**src/rtl/bk_uart_pkg.sv**
```systemverilog
// Shared types and defaults for the bk UART transmit-side arbitration blocks.
// Holds the arbiter state encoding, default sizing and a width helper.
package bk_uart_pkg;

    localparam int DEF_NUM_REQ      = 4;
    localparam int DEF_BUSY_TIMEOUT = 16;
    localparam int DEF_CNT_W        = 16;

    typedef enum logic [1:0] {
        ST_IDLE,
        ST_START,
        ST_WAIT_BUSY,
        ST_WAIT_DONE
    } tx_state_e;

    // Minimum bit width able to index n items; never narrower than one bit.
    function automatic int clog2(input int n);
        int w;
        w = 0;
        while ((1 << w) < n) begin
            w = w + 1;
        end
        return (w < 1) ? 1 : w;
    endfunction

endpackage

```
**src/rtl/bk_rr_pick.sv**
```systemverilog
// Combinational round-robin picker: the first valid index above the last
// grant, wrapping modulo N. Reusable by any bk arbiter.
module bk_rr_pick
    import bk_uart_pkg::*;
#(
    parameter  int N  = DEF_NUM_REQ,
    localparam int GW = clog2(N)
) (
    input  logic [N-1:0]  valid,
    input  logic [GW-1:0] last,
    output logic [GW-1:0] winner,
    output logic          any_valid
);

    // NOTE: every output of a combinational block gets a default first, so no
    // path leaves it unassigned and no latch is inferred.
    always_comb begin
        logic [GW-1:0] idx;
        winner    = last;
        any_valid = 1'b0;
        idx       = '0;
        // Walk from the lowest priority down so the nearest valid index wins.
        for (int s = N; s >= 1; s--) begin
            idx = GW'((int'(last) + s) % N);
            if (valid[idx]) begin
                winner    = idx;
                any_valid = 1'b1;
            end
        end
    end

endmodule

```
**src/rtl/bk_uart_tx_arb.sv**
```systemverilog
// Round-robin share of one UART TX engine between NUM_REQ byte requesters,
// sequencing the start/busy handshake with a busy-rise timeout.
module bk_uart_tx_arb
    import bk_uart_pkg::*;
#(
    parameter  int NUM_REQ      = DEF_NUM_REQ,
    parameter  int BUSY_TIMEOUT = DEF_BUSY_TIMEOUT,
    parameter  int CNT_W        = DEF_CNT_W,
    localparam int GW           = clog2(NUM_REQ)
) (
    input  logic                 clk,
    input  logic                 rst,
    input  logic [NUM_REQ-1:0]   req_valid_i,
    input  logic [NUM_REQ*8-1:0] req_data_i,
    output logic [NUM_REQ-1:0]   req_ready_o,
    output logic [7:0]           tx_data_o,
    output logic                 tx_start_o,
    input  logic                 tx_busy_i,
    output logic [GW-1:0]        grant_id_o,
    output logic                 active_o,
    output logic                 err_timeout_o,
    input  logic                 err_clr_i,
    output logic [CNT_W-1:0]     sent_cnt_o
);

    localparam int            TW       = clog2(BUSY_TIMEOUT + 1);
    localparam logic [TW-1:0] TMO_LAST = TW'(BUSY_TIMEOUT - 1);

    tx_state_e     state;
    logic [TW-1:0] tmo_cnt;
    logic [GW-1:0] pick_idx;
    logic          pick_any;

    bk_rr_pick #(
        .N (NUM_REQ)
    ) u_pick (
        .valid     (req_valid_i),
        .last      (grant_id_o),
        .winner    (pick_idx),
        .any_valid (pick_any)
    );

    assign active_o = (state != ST_IDLE);

    // NOTE: all state updates use non-blocking assignments so every register
    // sees the pre-edge values of the others, independent of statement order.
    always_ff @(posedge clk or posedge rst) begin
        if (rst) begin
            state         <= ST_IDLE;
            tmo_cnt       <= '0;
            tx_data_o     <= '0;
            tx_start_o    <= 1'b0;
            req_ready_o   <= '0;
            grant_id_o    <= GW'(NUM_REQ - 1);
            err_timeout_o <= 1'b0;
            sent_cnt_o    <= '0;
        end else begin
            tx_start_o  <= 1'b0;
            req_ready_o <= '0;
            // Clear comes first so a timeout set later in this block wins.
            if (err_clr_i) begin
                err_timeout_o <= 1'b0;
            end

            case (state)
                ST_IDLE: begin
                    if (!tx_busy_i && pick_any) begin
                        tx_data_o   <= req_data_i[{pick_idx, 3'b000} +: 8];
                        grant_id_o  <= pick_idx;
                        tx_start_o  <= 1'b1;
                        req_ready_o <= NUM_REQ'(1) << pick_idx;
                        state       <= ST_START;
                    end
                end

                ST_START: begin
                    tmo_cnt <= '0;
                    state   <= ST_WAIT_BUSY;
                end

                ST_WAIT_BUSY: begin
                    if (tx_busy_i) begin
                        state <= ST_WAIT_DONE;
                    end else if (tmo_cnt == TMO_LAST) begin
                        tmo_cnt       <= tmo_cnt + TW'(1);
                        err_timeout_o <= 1'b1;
                        state         <= ST_IDLE;
                    end else begin
                        tmo_cnt <= tmo_cnt + TW'(1);
                    end
                end

                ST_WAIT_DONE: begin
                    // Frame length depends on baud rate, so no timeout here.
                    if (!tx_busy_i) begin
                        sent_cnt_o <= sent_cnt_o + CNT_W'(1);
                        state      <= ST_IDLE;
                    end
                end

                default: state <= ST_IDLE;
            endcase
        end
    end

endmodule

```
**config.mk**
```make
export PLATFORM = sky130hd
export DESIGN_NAME = bk_uart_tx_arb
export DESIGN_NICKNAME = d
export VERILOG_FILES = /design/src/rtl/bk_uart_pkg.sv /design/src/rtl/bk_rr_pick.sv /design/src/rtl/bk_uart_tx_arb.sv
export SDC_FILE = /design/constraint.sdc
export NUM_CORES = 1
export LEC_CHECK = 0
export ABC_AREA = 0
export BUFFER_PORTS_ARGS = -buffer_cell sky130_fd_sc_hd__buf_2
export CAP_MARGIN = 15
export CORE_MARGIN = 2
export CORE_UTILIZATION = 45
export CTS_CLUSTER_SIZE = 25
export DETAILED_ROUTE_END_ITERATION = 6
export PLACE_DENSITY = 0.71
export SLEW_MARGIN = 10
export SYNTH_ARGS = -nofsm -noshare
export SYNTH_HDL_FRONTEND = slang
export SYNTH_HIERARCHICAL = 1
export SYNTH_SLANG_ARGS = --single-unit
```
**constraint.sdc**
```tcl
create_clock -name clk -period 3.05 [get_ports clk]
set_input_delay 0.61 -clock clk [delete_from_list [all_inputs] [get_ports clk]]
set_output_delay 0.61 -clock clk [all_outputs]
set_load 0.1 [all_outputs]
```
==> run summary <==
status: finished clean
Crit Path Category: reg -> reg
# diodes: 0
count leader, synth: dfrtp_1
initial DRC count: 71
leading area contributor after synthesis: dfrtp_1
Core Box Area: 4320 sq um
Reg-to-Reg Start: grant_id_o[1]
Int Power: 0.00120 W
Detailed Place HPWL: 2.83 mm
Slew headroom: 46.0%
worst path required time: 3.23 ns
die width: 70.6 um
Die Height: 70.6 um
period utilization: 77.7%
synth top area cells: dfrtp_1 46%, mux4_2 9.0%, mux2_2 5.6%, xnor2_1 4.0%, dfstp_2 2.6%
clk sinks: 39
static leakage: 1.24 nW
setup TNS: 0 ns
sequential power share: 31.4%
post-CTS sizing: 0
reg-to-reg setup timing slack: 0.68 ns
RSZ-0062 raised after global routing: false
max frequency: 422 MHz
Final Skew: 0.00596 ns
drt total wl: 3.79 mm
crit path time final: 2.37 ns
type of origin of the critical path: flip-flop
share of the synthesized area in the top cell type: 46.5%
nets@finish: 284
Post-route DRC: 0
Tot Pwr: 0.00266 W
Vias/cell: 5.20
Psw: 0.00145 W
Async SR Flop Fraction: 100%
combinational share of power: 55.6%
Longest Clk Path Bufs: 2
routed len/inst: 12.9 um
worst setup path end: tx_data_o[7]
area occupied by multi-input gates: 931 sq um
Critical Path AT: 2.55 ns
Final Max Tran Viols: 0
P&R area growth vs syn: 24.2%
RD Place Congestion: 0.713
Max-Cap Viols: 0
Initial Util: 46.1%
Hold Fails Final Rpt: 0
Synth top cells by count: 37 x dfrtp_1, 11 x nand2_1, 10 x inv_1, 10 x mux2_2, 9 x xnor2_1
Clock Tree Root: clkbuf_8
Hold WC Path Type: in -> async
Yosys Warn Count: 6
switching share of total power: 54.7%
# port buffers: 72
crit path capture type: flip-flop
CTS tree: yes
Die Area: 4980 sq um
P per Cell Area: 1070 nW/um^2
Cells after Synth: 167
grt total ovfl: 0
Crit Path Max Fanout: 13
Clk pin slew, worst setup/hold paths: 0.08 ns
vias post-DR: 1530
post-synthesis cell area: 1990 sq um
Ports: 73
worst reg-to-reg path cell count: 4
layout cell share with drive strength beyond 1: 45.5%
Sequential Area: 978 sq um
Syn Area/Cell: 11.9 sq um
worst r2r dst: tx_data_o[7]
filler instances: 389
vias in the first global route: 1487
sequential area share after synthesis: 49.1%
Slew @ Worst Pin: 0.806 ns
Worst IR Drop VDD: 663 uV
syn_nets: 210
gr usage total: 17.3%
Netlist cell types: 41
CTS H-Tree Depth: 2
setup violators final: 0
CTS Buf Count: 5
post-route ant nets: 0
first-pass GRT wire length: 6.76 mm
Synth Flop Type: dfrtp_1
row count: 24
flops & latches, synth: 39
Worst-Skew Late Latency: 0.29 ns
hold bufs inserted after CTS: 0
Clock power frac: 13.0%
largest net degree at the start of global routing: 40
EDFF count, synth: 0
initial antenna violation count: 0
first drt pass iteration count: 4
Setup crit start: grant_id_o[1]
# Post-CTS Setup Buffers: 0
## layout make-up
cell class                      count  share of cell area [%]
Clock buffer                        5                    2.78
Clock inverter                      3                   0.808
Inverter                           10                    1.52
Multi-Input combinational cell    111                    37.6
Sequential cell                    39                    39.5
Tap cell                           52                    2.63
Timing Repair Buffer               74                    15.2
## worst min path at each step
stage / cells after the start / slack [ns] / to
after floorplan: 2 / 0.47 / tmo_cnt[4]
after global placement: 1 / 0.45 / sent_cnt_o[15]
after detailed placement: 1 / 0.46 / sent_cnt_o[15]
after CTS: 3 / 0.43 / req_ready_o[3]
after global routing: 3 / 0.48 / tx_start_o
final: 3 / 0.41 / req_ready_o[0]
## through the flow
step                      instances  hold WS, ns  setup slack, ns  utilization, %  cell area (sq um)
after floorplan                 167        0.472            0.503               -               1990
after global placement          286        0.452            0.573            55.2               2390
after detailed placement        286        0.461            0.536            55.2               2390
after CTS                       294        0.431            0.659            57.3               2480
after global routing            294        0.478            0.510            57.3               2480
final                           294        0.407            0.679            57.3               2480
## power by group through the flow
stage / clock, W / sequential (W) / combinational (W)
global placement: 0 / 0.000844 / 0.00147
CTS: 0.000359 / 0.000837 / 0.00149
detailed placement: 0 / 0.000841 / 0.00149
global route: 0.000384 / 0.000863 / 0.00157
floorplan: 0 / 0.00158 / 0.000525
finish: 0.000344 / 0.000835 / 0.00148
## layout by cell type, fill, tap and decap left out, drive strengths merged
cell,instances
mux4,8
clkinvlp,2
nand2b,1
clkinv,1
and4,1
o22ai,1
nand3b,3
nand3,3
or4,2
buf,74
nand4b,2
dfstp,2
and3b,1
nor4,1
nor2b,2
nand4,3
mux2,10
dfrtp,37
nor3,7
and2b,1
nand2,11
and3,4
nor2,7
xnor2,9
nor4b,2
o21ai,8
nor3b,2
xor2,6
clkbuf,5
ha,3
a221o,1
a21o,1
mux2i,1
a21oi,8
a31oi,1
or2,1
inv,10
## flip-flops by register name, indices dropped and copies added, names as in the netlist
| signal | count |
|---|---|
| state | 2 |
| tx_data_o | 8 |
| grant_id_o | 2 |
| tx_start_o | 1 |
| err_timeout_o | 1 |
| sent_cnt_o | 16 |
| tmo_cnt | 5 |
| req_ready_o | 4 |
## per-layer routing
| metal | vias to the layer above | track usage (%) | wire length (um) |
|---|---|---|---|
| met5 | - | 0 | 0 |
| met4 | 0 | 8.81 | 61 |
| met3 | 6 | 4.70 | 303 |
| met2 | 68 | 27.7 | 1720 |
| met1 | 714 | 21.8 | 1700 |
| li1 | 742 | - | - |
## cell families (layout without fill, tap and decap cells)
logic type / count (synthesis) / count (layout) / share of synthesized area [%]
and+or+nand+nor: 54 / 54 / 17.5
DFF: 39 / 39 / 49.1
AOI/OAI and AO/OA: 20 / 20 / 5.59
muxes: 19 / 19 / 15.2
buffers and inverters: 17 / 92 / 4.21
xor gates and xnor gates: 15 / 15 / 6.59
adders and majority gates: 3 / 3 / 1.88
## critical path: stages (launching register included)
cell and delay [ns]:
dfstp_2 0.63, nor2b_1 0.18, a221o_1 0.60, mux4_2 0.57
mux2_2 0.28
Note: power is estimated with default switching activity, not from simulation.
